**src/rtl/serial_carryadder.sv**
```systemverilog
// ----------------------------------------------------------------------------
// serial_carryadder
//
// Digit-serial adder/subtractor. One WIDTH-bit operation is processed DIGIT
// bits per clock, least-significant digit first, through a single DIGIT-bit
// ripple-carry slice whose carry is held in a register between digits.
// Only one operation is in flight at a time.
//
// Handshake: a beat moves on a rising edge where valid && ready are both
// high. in_ready is high only in IDLE; out_valid is high only in DONE. Once
// out_valid is high, sum/cout/ovf stay stable until the consumer takes them.
//
// Ports:
//   clk        rising-edge clock
//   rst        synchronous, active-high reset
//   in_valid   operand beat valid
//   in_ready   block can accept an operand beat (registered)
//   a, b       WIDTH-bit operands
//   cin        carry-in (sub=0) or borrow-in (sub=1)
//   sub        0: a+b+cin, 1: a-b-cin
//   out_valid  result valid (registered)
//   out_ready  consumer accepts the result
//   sum        WIDTH-bit result, modulo 2^WIDTH
//   cout       carry-out (sub=0) or borrow-out (sub=1)
//   ovf        two's-complement signed overflow
// ----------------------------------------------------------------------------
module serial_carryadder #(
   parameter int WIDTH = 16,
   parameter int DIGIT = 4
) (
   input  logic             clk,
   input  logic             rst,
   input  logic             in_valid,
   output logic             in_ready,
   input  logic [WIDTH-1:0] a,
   input  logic [WIDTH-1:0] b,
   input  logic             cin,
   input  logic             sub,
   output logic             out_valid,
   input  logic             out_ready,
   output logic [WIDTH-1:0] sum,
   output logic             cout,
   output logic             ovf
);

   localparam int N  = WIDTH / DIGIT;
   localparam int CW = (N > 1) ? $clog2(N) : 1;
   localparam logic [CW-1:0] LAST = CW'(N - 1);

   typedef enum logic [1:0] {
      IDLE = 2'd0,
      RUN  = 2'd1,
      DONE = 2'd2
   } state_t;

   state_t           state;
   logic [CW-1:0]    cnt;
   logic             carry;
   logic [WIDTH-1:0] a_q;
   logic [WIDTH-1:0] b_q;
   logic             sub_q;

   // Digit slice signals
   logic [DIGIT-1:0] a_d;
   logic [DIGIT-1:0] b_d;
   logic [DIGIT-1:0] res;
   logic             c_out;
   logic             c_msb_in;
   logic [WIDTH-1:0] res_w;
   logic [WIDTH-1:0] sum_next;

   // The latched operands shift right one digit per cycle, so the digit being
   // worked on always sits in the low DIGIT bits. The result shifts in from
   // the top; after N digits every result bit has landed in its final place.
   always_comb begin
      a_d      = a_q[DIGIT-1:0];
      b_d      = b_q[DIGIT-1:0];
      {c_out, res} = {1'b0, a_d} + {1'b0, b_d} + {{DIGIT{1'b0}}, carry};
      // Carry into the slice MSB recovered from the MSB sum bit.
      c_msb_in = a_d[DIGIT-1] ^ b_d[DIGIT-1] ^ res[DIGIT-1];
      res_w    = '0;
      res_w[DIGIT-1:0] = res;
      sum_next = (sum >> DIGIT) | (res_w << (WIDTH - DIGIT));
   end

   always_ff @(posedge clk) begin
      if (rst) begin
         state     <= IDLE;
         cnt       <= '0;
         carry     <= 1'b0;
         a_q       <= '0;
         b_q       <= '0;
         sub_q     <= 1'b0;
         in_ready  <= 1'b1;
         out_valid <= 1'b0;
         sum       <= '0;
         cout      <= 1'b0;
         ovf       <= 1'b0;
      end else begin
         case (state)
            IDLE: begin
               if (in_valid && in_ready) begin
                  // Subtraction is a + ~b + ~borrow_in.
                  a_q      <= a;
                  b_q      <= sub ? ~b : b;
                  sub_q    <= sub;
                  carry    <= sub ? ~cin : cin;
                  cnt      <= '0;
                  in_ready <= 1'b0;
                  state    <= RUN;
               end
            end
            RUN: begin
               a_q   <= a_q >> DIGIT;
               b_q   <= b_q >> DIGIT;
               sum   <= sum_next;
               carry <= c_out;
               if (cnt == LAST) begin
                  cnt       <= '0;
                  // A subtract carry-out of 1 means no borrow occurred.
                  cout      <= sub_q ? ~c_out : c_out;
                  ovf       <= c_msb_in ^ c_out;
                  out_valid <= 1'b1;
                  state     <= DONE;
               end else begin
                  cnt <= cnt + CW'(1);
               end
            end
            DONE: begin
               // in_ready returns only after this edge, so no beat can be
               // accepted in the same cycle as the result handshake.
               if (out_ready) begin
                  out_valid <= 1'b0;
                  in_ready  <= 1'b1;
                  state     <= IDLE;
               end
            end
            default: begin
               state <= IDLE;
            end
         endcase
      end
   end

endmodule

```
**config.mk**
```make
export PLATFORM = sky130hd
export DESIGN_NAME = serial_carryadder
export DESIGN_NICKNAME = d
export VERILOG_FILES = /design/src/rtl/serial_carryadder.sv
export SDC_FILE = /design/constraint.sdc
export NUM_CORES = 1
export LEC_CHECK = 0
export CAP_MARGIN = 20
export CORE_UTILIZATION = 30
export CTS_BUF_LIST = sky130_fd_sc_hd__clkbuf_16
export DETAILED_ROUTE_END_ITERATION = 10
export HOLD_SLACK_MARGIN = 0.02
export SLEW_MARGIN = 40
export SYNTH_ARGS = -nofsm -noshare
export SYNTH_HDL_FRONTEND = slang
export SYNTH_SLANG_ARGS = --single-unit
export TNS_END_PERCENT = 10
```
**constraint.sdc**
```tcl
create_clock -name clk -period 3.5 [get_ports clk]
set_input_delay 0.525 -clock clk [delete_from_list [all_inputs] [get_ports clk]]
set_output_delay 0.525 -clock clk [all_outputs]
set_load 0.02 [all_outputs]
```
Yosys cells after proc, flatten, opt, wreduce, memory -nomap -nowiden
Cells that the tools add are included.

$add $sub $neg: 3. Equal/unequal tests: 6. Mux-type cells: 22. Bitwise logic cells: 7. Reductions and logical operators: 11.

Operator list (count): case mux 16 bit (2 select lines) (2); two-way mux 16 bit (3); inverter 16 bit (1); OR 12 x 16 -> 16 bit (1); two-way mux 2 bit (5); AND reduction 3 bit (3); two-way mux 1 bit (7); != test 2 bit, second input constant (3); case mux 1 bit (2 select lines) (3); case mux 2 bit (3 select lines) (1); AND reduction 2 bit (3); nonzero test 2 bit (3); adder 4 x 4 -> 5 bit (1); adder 5 x 1 -> 5 bit (1); == test 2 bit, second input constant (2); case mux 2 bit (2 select lines) (1); bitwise XOR 1 bit (3); adder 2 x 1 -> 2 bit, second input constant (1); == test 2 x 1 -> 1 bit, second input constant (1); logical NOT 2 bit (1); inverter 1 bit (2); logical AND 1 bit (1).

Register bits: 58. Output and inout port bits: 20. Word-level logic and storage cells: 60.

Longest topological paths before layout
Depth after elaboration: 4. Gate-level depth with buffers: 7. Gate-level depth less buffers: 7.

Worst setup path before layout
OpenSTA, ideal clock, no wires.

Kind: register to register. Start point: register carry. End point: register ovf. Setup time: 0.091 ns. Arrival: 1.900 ns. Slack: 1.509 ns. Stages on the path, launching flop included: 8. Buffers on the path: 0. Period minus slack after synthesis: 1.991 ns. Cell sequence: dfxtp_1 inv_1 fa_1 fa_1 nand2b_1 a21oi_1 xnor2_1 a311oi_1.

Word-level cells in the longest chain between the ends: 3.

RTL lines: start: declaration (line 58) `logic carry;`; start signal: assignment (line 107) `carry <= sub ? ~cin : cin;`; start signal: assignment (line 117) `carry <= c_out;`; adder 5 x 1 -> 5 bit * (line 78) `{c_out, res} = {1'b0, a_d} + {1'b0, b_d} + {{DIGIT{1'b0}}, carry};`; bitwise XOR 1 bit (line 80) `c_msb_in = a_d[DIGIT-1] ^ b_d[DIGIT-1] ^ res[DIGIT-1];`; bitwise XOR 1 bit * (line 122) `ovf <= c_msb_in ^ c_out;`; end signal: assignment (line 122); end: declaration (line 43) `output logic ovf`.

Every way passes the cells marked *; elsewhere a longest branch is shown, timed or not. A chain may end at the register's enable or synchronous reset.

Worst setup path in the final report
Same ends and word-level chain as after synthesis.

==> out/qor.yml <==
place:
  port_buffers: 57
  placed_area_mm2: 0.00321
  gp_congestion: 0.776
  place_ws_ns: 1.09
  hpwl_um: 3960
timing:
  fmax_mhz: 455
  finalMaxSlewViolations: 0
  layout_setup_ws_ns: 1.30
  timing.slew.headroom_pct: 45.5
  tightest_slew_ns: 0.813
  clock-skew-final_ns: 0.00930
  min_period_ns: 2.20
  hold_violations: 0
  fin_setup_tns_ns: 0
  setup_violations: 0
  min_period_over_period_pct: 62.7
  rsz0062_at_grt: "no"
worst_setup_path:
  r2r_start: "carry"
  cp-end-kind: "register"
  regToRegSetupSlack_ns: 1.30
  arrival_ns: 2.43
  r2r-end: "ovf"
  crit_fanout: 3
  critPathKind: "reg -> reg"
  rr_worst_depth: 7
  cp-start-kind: "register"
  required_ns: 3.73
floorplanning:
  initial_utilization_pct: 31.5
  rows: 33
  coreArea_mm2: 0.00830
  dieHeight_um: 95.3
  die_area_mm2: 0.00908
  die_w_um: 95.3
  io-pin-count: 58
hold_path:
  holdCritStartpoint: "sum[0]"
  worstHoldPathCells: 2
  min_to: "sum[0]"
  hold_path.class: "reg -> reg"
logic_synthesis:
  ys_seq_area_share_pct: 44.5
  ys_ff_latch: 58
  synth_nets: 356
  yosysWarnings: 0
  synthCells: 312
  synth_top_area_cell: "dfxtp_1"
  synth_area_leaders: "dfxtp_1 (44%), nand2_1 (11%), a21oi_1 (8.2%)"
  synth_cell_types: 31
  synth_top_area_share_pct: 44.5
  syn_area_mm2: 0.00261
  avgSynthCellArea_um2: 8.37
status:
  status: "finished clean"
grt:
  grt.overflow.total: 0
  grt_start_max_net_pins: 50
  grt_pass1_wl_um: 9400
  grt_use_total_pct: 13.5
  grt_pass1_vias: 2004
  antenna_found_initial: 0
final_layout:
  final_common_cell: "nand2_1"
  diodes: 0
  n_fill_cell: 836
  area_growth_pct: 32.1
  stdcell_area_mm2: 0.00345
  fin_util_pct: 41.5
  drive_gt1_share_pct: 6.08
  nNetsFinal: 404
  mostFrequentLayoutCells: "nand2_1 (76), dfxtp_1 (58), clkdlybuf4s50_1 (55)"
detailed_routing:
  drtIter0Drc: 88
  vias: 2232
  avgRoutedWirePerCell_um: 12.5
  dr.pass1.iters: 6
  ant_nets: 0
  drc: 0
  via_per_inst: 4.78
  wl_um: 5830
power:
  vdd_drop_max_uv: 164
  p_leak_nw: 1.24
  power.density_mw_per_mm2: 498
  power_mw: 1.72
clocking:
  postCtsHoldBufs: 0
  htree_levels: 3
  cts_tree: "done"
  insertion_delay_ns: 0.32
  clk_pin_slew_ns: 0.05
  clk_path_buf_depth: 2
  cts-resized-gates: 0
  postCtsSetupBuffers: 0
  clock-sinks: 58
  numCtsBuffers: 9
  clockRootBuffer: "clkbuf_16"
run:
  cap_violations: 0
==> logic make-up (layout without fill, tap and decap cells) <==
| family | Yosys count | count (layout) | share of synthesized area [%] |
|---|---|---|---|
| adder cells (fa/ha/maj) | 6 | 6 | 3.45 |
| flip-flops | 58 | 58 | 44.5 |
| AO/OA/AOI/OAI | 77 | 77 | 19.2 |
| XOR/XNOR | 20 | 20 | 6.71 |
| AND/OR/NAND/NOR | 119 | 119 | 19.7 |
| buffers and inverters | 32 | 82 | 6.47 |
==> worst max-delay path, stage by stage, from the launching register on <==
cell	delay, ns
dfxtp_1	0.32
inv_1	0.06
fa_1	0.46
fa_1	0.39
nand2b_1	0.18
a21oi_1	0.34
xnor2_1	0.11
a311oi_1	0.25
==> sequential cells by signal, indices dropped and copies added, names as in the netlist, 2 cells and up <==
register	cells
a_q	16
b_q	16
cnt	2
sum	16
state	2
==> area by class of cell <==
type                       count  area (um^2)  area share (%)
inverter                       7         26.3           0.762
clock inverter                 4         15.0           0.435
timing repair buffer          62          598            17.3
sequential                    58         1160            33.7
multi-input combinational    222         1290            37.4
tap                          105          131            3.81
clock buffer                   9          225            6.53
==> metal layers <==
metal	routed length, um	up-vias	part of all wire (%)	GRT usage, %
met5	0	-	0	0
met4	19	0	0.33	4.17
met3	249	2	4.3	5.18
met2	2860	48	49	22.4
met1	2700	1024	46	16.1
li1	-	1158	-	-
==> worst max-delay path by stage <==
stage                     startpoint  endpoint  slack [ns]  cells after the start
after floorplan                carry       ovf        1.51                      7
after global placement      in_valid     carry        1.11                      6
final                          carry       ovf        1.30                      7
after detailed placement    in_valid     carry        1.09                      6
after CTS                      carry       ovf        1.30                      7
after global routing           carry       ovf        1.15                      7
==> power breakdown <==
part	internal, mW	switching (mW)
registers	0.708	0.0291
logic	0.118	0.144
clock network	0.454	0.265
==> Yosys cell counts <==
master and instances:
o31ai_1 2, nand2_1 76, buf_2 9, xnor2_1 4, nand3_1 10, o21ai_0 2, buf_4 3, buf_8 1
a311oi_1 11, o21bai_1 1, nor2_1 21, fa_1 2, nand2b_1 4, ha_1 4, a2111oi_2 1, nor3_1 1
nand3b_1 2, a22oi_1 13, dfxtp_1 58, and4bb_1 1, nor2_8 1, and2b_1 1, inv_1 7, buf_6 2
nor2b_1 1, clkbuf_1 10, a211oi_1 2, a311oi_2 2, xor2_1 16, a21oi_1 43, or3b_1 1
==> through the flow <==
| step | hold slack [ns] | cells |
|---|---|---|
| 6_report | 0.449 | 467 |
| 5_1_grt | 0.478 | 467 |
| 4_1_cts | 0.452 | 467 |
| 3_5_place_dp | 0.445 | 454 |
| 3_3_place_gp | 0.442 | 454 |
| 2_1_floorplan | 0.436 | 312 |
Note: power is estimated with default switching activity, not from simulation.
